<file path="config.mk">
export PLATFORM = sky130hd
export DESIGN_NAME = apb_bridge_master
export DESIGN_NICKNAME = d
export VERILOG_FILES = /design/src/rtl/apb_bridge_master.sv
export SDC_FILE = /design/constraint.sdc
export NUM_CORES = 1
export LEC_CHECK = 0
export CAP_MARGIN = 20
export CORE_UTILIZATION = 30
export CTS_BUF_LIST = sky130_fd_sc_hd__clkbuf_8
export CTS_CLUSTER_SIZE = 12
export DETAILED_ROUTE_END_ITERATION = 8
export PLACE_DENSITY = 0.68
export SLEW_MARGIN = 40
export SYNTH_ARGS = -nofsm -noshare
export SYNTH_HDL_FRONTEND = slang
export SYNTH_SLANG_ARGS = --single-unit
export TNS_END_PERCENT = 1
</file>
<file path="constraint.sdc">
create_clock -name PCLK -period 2.1 [get_ports PCLK]
set_clock_uncertainty 0.15 [all_clocks]
set_input_delay 0.315 -clock PCLK [delete_from_list [all_inputs] [get_ports PCLK]]
set_output_delay 0.315 -clock PCLK [all_outputs]
set_load 0.02 [all_outputs]
</file>
<file path="src/rtl/apb_bridge_master.sv">
// APB3 initiator: turns one valid/ready request into a single APB transfer and
// returns read data plus error/timeout status on a valid/ready response channel.
module apb_bridge_master #(
  parameter int ADDR_WIDTH     = 5,
  parameter int DATA_WIDTH     = 8,
  parameter int TIMEOUT_CYCLES = 16
) (
  input  logic                  PCLK,
  input  logic                  PRESETN,
  input  logic                  REQ_VALID,
  output logic                  REQ_READY,
  input  logic                  REQ_WRITE,
  input  logic [ADDR_WIDTH-1:0] REQ_ADDR,
  input  logic [DATA_WIDTH-1:0] REQ_WDATA,
  output logic                  RSP_VALID,
  input  logic                  RSP_READY,
  output logic [DATA_WIDTH-1:0] RSP_RDATA,
  output logic                  RSP_ERR,
  output logic                  RSP_TIMEOUT,
  output logic                  PSEL,
  output logic                  PENABLE,
  output logic                  PWRITE,
  output logic [ADDR_WIDTH-1:0] PADDR,
  output logic [DATA_WIDTH-1:0] PWDATA,
  input  logic [DATA_WIDTH-1:0] PRDATA,
  input  logic                  PREADY,
  input  logic                  PSLVERR
);

  typedef enum logic [1:0] {
    ST_IDLE,
    ST_SETUP,
    ST_ACCESS,
    ST_RESP
  } state_t;

  localparam bit        TIMEOUT_EN = (TIMEOUT_CYCLES != 0);
  localparam logic [7:0] WAIT_LAST = (TIMEOUT_CYCLES == 0) ? 8'd0 : 8'(TIMEOUT_CYCLES - 1);

  state_t     state_reg;
  logic [7:0] wait_cnt_reg;
  logic       timeout_hit;

  // The abort fires on the last allowed wait cycle; PREADY is checked first so it still wins.
  assign timeout_hit = TIMEOUT_EN && (wait_cnt_reg == WAIT_LAST);
  assign REQ_READY   = (state_reg == ST_IDLE);

  always_ff @(posedge PCLK or negedge PRESETN) begin
    if (!PRESETN) begin
      state_reg    <= ST_IDLE;
      wait_cnt_reg <= 8'd0;
      PSEL         <= 1'b0;
      PENABLE      <= 1'b0;
      PWRITE       <= 1'b0;
      PADDR        <= '0;
      PWDATA       <= '0;
      RSP_VALID    <= 1'b0;
      RSP_RDATA    <= '0;
      RSP_ERR      <= 1'b0;
      RSP_TIMEOUT  <= 1'b0;
    end else begin
      case (state_reg)
        ST_IDLE: begin
          PSEL    <= 1'b0;
          PENABLE <= 1'b0;
          if (REQ_VALID) begin
            PWRITE       <= REQ_WRITE;
            PADDR        <= REQ_ADDR;
            PWDATA       <= REQ_WDATA;
            wait_cnt_reg <= 8'd0;
            PSEL         <= 1'b1;
            state_reg    <= ST_SETUP;
          end
        end
        ST_SETUP: begin
          PENABLE   <= 1'b1;
          state_reg <= ST_ACCESS;
        end
        ST_ACCESS: begin
          if (PREADY) begin
            RSP_RDATA   <= PWRITE ? '0 : PRDATA;
            RSP_ERR     <= PSLVERR;
            RSP_TIMEOUT <= 1'b0;
            RSP_VALID   <= 1'b1;
            PSEL        <= 1'b0;
            PENABLE     <= 1'b0;
            state_reg   <= ST_RESP;
          end else if (timeout_hit) begin
            RSP_RDATA   <= '0;
            RSP_ERR     <= 1'b1;
            RSP_TIMEOUT <= 1'b1;
            RSP_VALID   <= 1'b1;
            PSEL        <= 1'b0;
            PENABLE     <= 1'b0;
            state_reg   <= ST_RESP;
          end else if (wait_cnt_reg != 8'hFF) begin
            wait_cnt_reg <= wait_cnt_reg + 8'd1;
          end
        end
        ST_RESP: begin
          if (RSP_READY) begin
            RSP_VALID <= 1'b0;
            state_reg <= ST_IDLE;
          end
        end
        default: state_reg <= ST_IDLE;
      endcase
    end
  end

endmodule

</file>
==> qor.yml, run 1 <==
outcome:
  outcome: "finished clean"
synth:
  netlist_instances: 153
  synthDistinctLibCells: 39
  yosysWarnings: 0
  synth_top_area_share_pct: 54.0
  synth-seq-area-share_pct: 54.0
  synthesis.nets: 186
  synth_area_leaders: "dfrtp_1 (54%), mux2_2 (9.2%), a22o_1 (4.6%)"
  syn_area_per_cell_um2: 11.2
  syn-cell-area_mm2: 0.00172
  synth_seq_cells: 37
  synth_top_area_cell: "dfrtp_1"
placed_design:
  port_buffers: 55
  gp_congestion: 0.797
  place_inst: 285
  hpwl_mm: 2.57
  pre_cts_ws_ps: 131
worst_setup_path:
  r2r_slack_ps: 140
  cp-start-kind: "flop"
  r2r-start: "wait_cnt_reg[4]"
  worstPathArrival_ps: 1980
  crit_slowest_cell: "or4_4"
  crit_chain: "or4_4 -> o21ai_1 -> nand2_1 -> a22o_1"
  timing.rr.end: "RSP_RDATA[2]"
  max_stage_delay_ps: 570
  end_kind: "flop"
  worstSetupPathType: "flop to flop"
  reg2reg_depth: 4
  crit_buf_inv: 0
  cp.depth: 4
  path_delay_family: "simple AND/OR/NAND/NOR gates"
  worst_ep_required_time_ps: 2120
  path_max_fanout: 9
die:
  die_w_um: 77.6
  initial_core_util_pct: 31.2
  io_pins: 56
  die_area_mm2: 0.00602
  rows: 27
  die-height_um: 77.6
  fp.coreArea_mm2: 0.00551
drt:
  wl_met3_um: 185
  wl_met1_mm: 1.74
  first_iter_violations: 86
  drt_first_pass_iters: 4
  vias: 1443
  wl_per_cell_um: 12.5
  drc: 0
  routed_wl_mm: 3.67
  ant_nets: 0
  wl_met2_mm: 1.72
  top_layer_used: "met4"
  vias_per_cell: 4.91
cts:
  clk_pin_slew_worst_paths_ps: 70
  clock_latency_ps: 280
  cts_tree: "yes"
  htreeDepth: 2
  ctsRootBufferMaster: "clkbuf_8"
  cts_setup_buffers: 0
  cts_inserted_buffers: 5
  clockBufferDepth: 2
  clkSinkCount: 37
finish:
  syn_to_final_growth_pct: 47.3
  multi_input_area_um2: 749
  antenna_cells: 0
  seqCellArea_um2: 926
  layout-drive-gt1-share_pct: 17.1
  finalNonFillerCells: 294
  nets: 254
  nFillCells: 525
global_routing:
  grt_max_degree: 38
  grt_pass1_wl_mm: 6.42
  grt_pass1_vias: 1431
  grt.overflow.total: 0
  antenna_found_initial: 0
  grt_usage_pct: 13.5
timing:
  fin_hold_ws_ps: 356
  slew_headroom_pct: 67.8
  finalSetupViolCount: 0
  worstMarginPinSlew_ps: 482
  fin_crit_sh_pct: 93.3
  slew_violations: 0
  hold_viol_final: 0
  rsz0062_at_grt: "no"
  setup_slack_ps: 142
  setup_tns_ps: 0
  clock.fmax_mhz: 511
  layout_min_cycle_time_ps: 1960
pwr:
  p_per_area_mw_per_mm2: 1330
  vdd_drop_max_uv: 702
  total_power_w: 0.00337
  p_leak_nw: 1.07
hold_path:
  min_path_type: "flop to flop"
  min_path_cells: 1
  hold_path.startpoint: "PWDATA[4]"
  min_to: "PWDATA[4]"
flow_run:
  maxCapViolations: 0
[metal layers]
metal / track usage [%] / vias up
li1: - / 689
met3: 4.35 / 4
met5: 0 / -
met2: 21.6 / 41
met1: 17.1 / 709
met4: 4.72 / 0
[where the power goes]
| part | switching (W) | internal, W |
|---|---|---|
| logic | 0.000812 | 0.000858 |
| clock network | 0.000252 | 0.000297 |
| registers | 0.000160 | 0.000991 |
| total | 0.00122 | 0.00215 |
[worst max-delay path by stage]
stage | startpoint | end | slack, ps
floorplan | state_reg[0] | wait_cnt_reg[5] | 20
global placement | PREADY | wait_cnt_reg[7] | 170
detailed placement | wait_cnt_reg[4] | RSP_RDATA[5] | 130
CTS | wait_cnt_reg[4] | RSP_RDATA[2] | 120
global route | wait_cnt_reg[4] | RSP_RDATA[2] | 20
finish | wait_cnt_reg[4] | RSP_RDATA[2] | 140
[timing repair]
| item | CTS | global route |
|---|---|---|
| hold buffers | 1 | 0 |
| gates resized for setup | 1 | 1 |
| hold endpoints to repair | 37 | 0 |
| setup endpoints to repair | 1 | 1 |
[cell type report]
class / count / share of cell area, %
clock buffers: 7 / 3.81
clock inverters: 1 / 0.198
inverters: 6 / 0.892
multi-input cells: 104 / 29.7
flip-flops and latches: 37 / 36.7
well taps: 72 / 3.57
repair buffers: 67 / 25.2
[per-stage QoR]
step | instance area, µm² | util, %
2_1_floorplan | 1720 | -
3_3_place_gp | 2410 | 43.8
3_5_place_dp | 2410 | 43.8
4_1_cts | 2520 | 45.8
5_1_grt | 2530 | 45.9
6_report | 2530 | 45.9
[cell families (layout without fill, tap and decap cells)]
logic type | after synthesis | count (layout) | share of synthesized area (%)
adder cells (fa/ha/maj) | 5 | 5 | 3.65
multiplexers | 15 | 15 | 9.77
AO/OA/AOI/OAI | 37 | 37 | 16.1
flip-flops | 37 | 37 | 54.0
AND/OR/NAND/NOR | 47 | 47 | 13.9
buffers and inverters | 12 | 81 | 2.63
[Yosys cell counts, drive strengths merged]
| library cell | number |
|---|---|
| o211ai | 3 |
| a31oi | 1 |
| nand4b | 1 |
| nand4 | 1 |
| nor4 | 1 |
| a221o | 1 |
| a21oi | 9 |
| nand2b | 4 |
| buf | 1 |
| nor2 | 8 |
| dfrtp | 37 |
| and2 | 2 |
| o21a | 1 |
| nand2 | 18 |
| o21ai | 3 |
| or3b | 1 |
| mux2i | 1 |
| o22ai | 1 |
| clkbuf | 5 |
| mux2 | 14 |
| nand3 | 4 |
| o311ai | 2 |
| nor3b | 2 |
| a31o | 1 |
| a41o | 1 |
| nor3 | 1 |
| o32a | 1 |
| nor2b | 1 |
| ha | 5 |
| o2bb2ai | 1 |
| a22o | 9 |
| or4 | 3 |
| inv | 6 |
| a21o | 1 |
| o221ai | 2 |
[placed cells by master, fill, tap and decap left out, drive strengths merged, types with 2 or more instances in the layout]
master,instances
nor3b,2
o211ai,3
dfrtp,37
or4,3
nor2,8
inv,6
o221ai,2
a22o,9
and2,2
nand2b,4
a21oi,9
nand2,18
o311ai,2
o21ai,3
clkbuf,7
ha,5
clkdlybuf4s50,53
buf,12
nand3,4
mux2,14
Power figures use the tool's default switching activity.
==> run 2: changes to the inputs <==
Settings changed: ABC_AREA set to 1, CELL_PAD_IN_SITES_DETAIL_PLACEMENT set to 1, CELL_PAD_IN_SITES_GLOBAL_PLACEMENT set to 1, PLACE_DENSITY 0.68 to 0.84.
==> run 2 against run 1 <==
Effect of this change:
- clock-buffer cell count fell by 2
- wire length rose by 17%
- final cell count up 11%
- sequential share of layout area decreased by 0.73 points
- area after synthesis increased by 3.4%
- non-clock buffer count shrank 5
- first-iteration DRC count down 33%
- core utilization up 0.086 points
- setup slack better by 120 ps
- via count up 2.8%
- largest power group unchanged
==> qor.yml, run 2 <==
synth:
  synthDistinctLibCells: 26
  syn-cell-area_mm2: 0.00177
  yosysMostFrequentCell: "nand2_1"
  netlist_instances: 189
  synth_seq_cells: 37
  synth_top_family_by_area: "simple AND/OR/NAND/NOR gates"
  synthXorXnorAreaFrac_pct: 0.494
  synth_area_leaders: "dfrtp_1 (52%), nand2_1 (12%), mux2_2 (8.9%)"
  synth_top_area_share_pct: 52.2
  synth_top_area_cell: "dfrtp_1"
  synthArstFlopShare_pct: 100
  synth-adder-area-share_pct: 3.53
  synth-simple-area-share_pct: 23.3
  synth_enable_flop_cells: 0
  synth.area.mux_share_pct: 8.89
  synth-seq-area-share_pct: 52.2
  synth-compound-area-share_pct: 6.14
  syn_area_per_cell_um2: 9.39
  synth_common_cells: "nand2_1 (58), dfrtp_1 (37), nand3_1 (18)"
  yosysWarnings: 0
  synthesis.nets: 222
  synthFlopType: "dfrtp_1"
worst_setup_path:
  worstSetupPathType: "flop to flop"
  r2r-start: "state_reg[0]"
  worst_ep_required_time_ps: 2150
  cp-startpoint: "state_reg[0]"
  worstPathArrival_ps: 1900
  end_kind: "flop"
  cp-start-kind: "flop"
  reg2reg_depth: 6
  path_max_fanout: 16
  r2r_slack_ps: 260
pwr:
  p_comb_share_pct: 47.5
  p_per_area_mw_per_mm2: 1390
  vdd_drop_max_uv: 623
  power.switching_w: 0.00132
  swShare_pct: 36.9
  seqPwrFrac_pct: 32.1
  p_int_w: 0.00225
  clkPwrFrac_pct: 20.4
  p_leak_nw: 1.19
cts:
  htreeDepth: 2
  clockBufferDepth: 2
  cts_inserted_buffers: 5
  clock_latency_ps: 290
  clkSinkCount: 37
  clk_pin_slew_worst_paths_ps: 70
  ctsRootBufferMaster: "clkbuf_8"
  cts_setup_buffers: 0
  cts_tree: "yes"
die:
  io_pins: 56
  initial_core_util_pct: 31.6
  fp.coreArea_mm2: 0.00561
  die-height_um: 78.9
  die_w_um: 78.9
  die_area_mm2: 0.00623
  rows: 27
hold_path:
  hold_path.startpoint: "PSEL"
  min_path_cells: 2
  min_path_type: "flop to flop"
drt:
  vias_per_cell: 4.55
  vias: 1483
  drt_first_pass_iters: 4
  first_iter_violations: 58
  routed_wl_mm: 4.29
  ant_nets: 0
  drc: 0
  wl_per_cell_um: 13.2
finish:
  nFillCells: 681
  syn_to_final_growth_pct: 45.3
  antenna_cells: 0
  multi_input_area_um2: 752
  seqCellArea_um2: 926
  final_cell_mix: "nand2_1 (58), clkdlybuf4s50_1 (53), dfrtp_1 (37), nand3_1 (18), inv_1 (16)"
  nets: 286
  layout_commonest_cell: "nand2_1"
  stdcell_area_mm2: 0.00258
  layout-drive-gt1-share_pct: 16.9
global_routing:
  antenna_found_initial: 0
  grt_max_degree: 20
  grt_pass1_vias: 1620
  grt_pass1_wl_mm: 7.36
  grt_usage_pct: 15.3
  grt.overflow.total: 0
timing:
  fin_crit_sh_pct: 87.8
  slew_violations: 0
  rsz0062_at_grt: "no"
  clock.fmax_mhz: 543
  layout_min_cycle_time_ps: 1840
  slew_headroom_pct: 68.5
  finalSetupViolCount: 0
  worstMarginPinSlew_ps: 472
  fin_hold_ws_ps: 353
  hold_viol_final: 0
  setup_tns_ps: 0
placed_design:
  port_buffers: 55
  hpwl_mm: 3.28
  gp_congestion: 0.758
  placed_area_mm2: 0.00243
flow_run:
  maxCapViolations: 0
outcome:
  outcome: "finished clean"
## run 2: cell count changes after synthesis, moves of 4 or more
cell,before,now
a22o_1,9,0
inv_1,6,16
nand3_1,4,18
o21ai_2,0,6
clkbuf_1,5,1
nand2b_1,4,0
nand2_1,18,58
a21oi_1,9,0
## run 2: path summary, 6_finish.rpt
kind                                   endpoint
worst max-delay path            wait_cnt_reg[6]
worst min-delay path                       PSEL
worst max register to register  wait_cnt_reg[6]
worst min register to register             PSEL
max in group asynchronous          RSP_RDATA[3]
min in group asynchronous              PADDR[1]
## run 2: layout make-up
cell class                 count  share of cell area, %
sequential                    37                   35.9
multi-input combinational    130                   29.2
timing repair buffer          62                   23.7
tap                           72                   3.50
clock buffer                   5                   2.67
clock inverter                 3                   2.52
inverter                      17                   2.48
## run 2: power groups by stage
stage               clock network [W]  registers, W  logic (W)
global placement                    0       0.00114    0.00168
global route                 0.000778       0.00119    0.00185
floorplan                           0       0.00143   0.000723
CTS                          0.000748       0.00115    0.00173
detailed placement                  0       0.00116    0.00172
finish                       0.000729       0.00115    0.00170
## run 2: stage by stage
| stage | instances | power, W | utilization [%] | setup WS (ps) |
|---|---|---|---|---|
| 2_1_floorplan | 189 | 0.00215 | - | 331 |
| 3_3_place_gp | 317 | 0.00282 | 43.4 | 321 |
| 3_5_place_dp | 317 | 0.00289 | 43.4 | 211 |
| 4_1_cts | 326 | 0.00363 | 46.0 | 209 |
| 5_1_grt | 326 | 0.00382 | 46.0 | 101 |
| 6_report | 326 | 0.00357 | 46.0 | 257 |
## run 2: kinds of logic (layout without fill, tap and decap cells)
family | Yosys count | count (layout)
AOI/OAI and AO/OA | 15 | 15
xor gates and xnor gates | 1 | 1
adders and majority gates | 5 | 5
buffers and inverters | 22 | 87
DFF | 37 | 37
muxes | 14 | 14
and+or+nand+nor | 95 | 95
## run 2: worst max-delay path, cell delays in order (launching register included)
cell and delay [ps]:
dfrtp_1 410, inv_1 90, ha_1 330, nor2_1 140
nor3_2 250, nand2_4 170, o21ai_0 210
## run 2: layer usage
metal / track usage, % / part of all wire [%]
met1: 16.8 / 41
met2: 28.1 / 52
met3: 5.06 / 6.1
met4: 3.82 / 0.61
met5: 0 / 0
## run 2: repair_timing
action,in CTS,in global routing
hold endpoints to repair,18,0
resized for setup,1,0
hold buffers,1,0
setup endpoints to repair,1,0
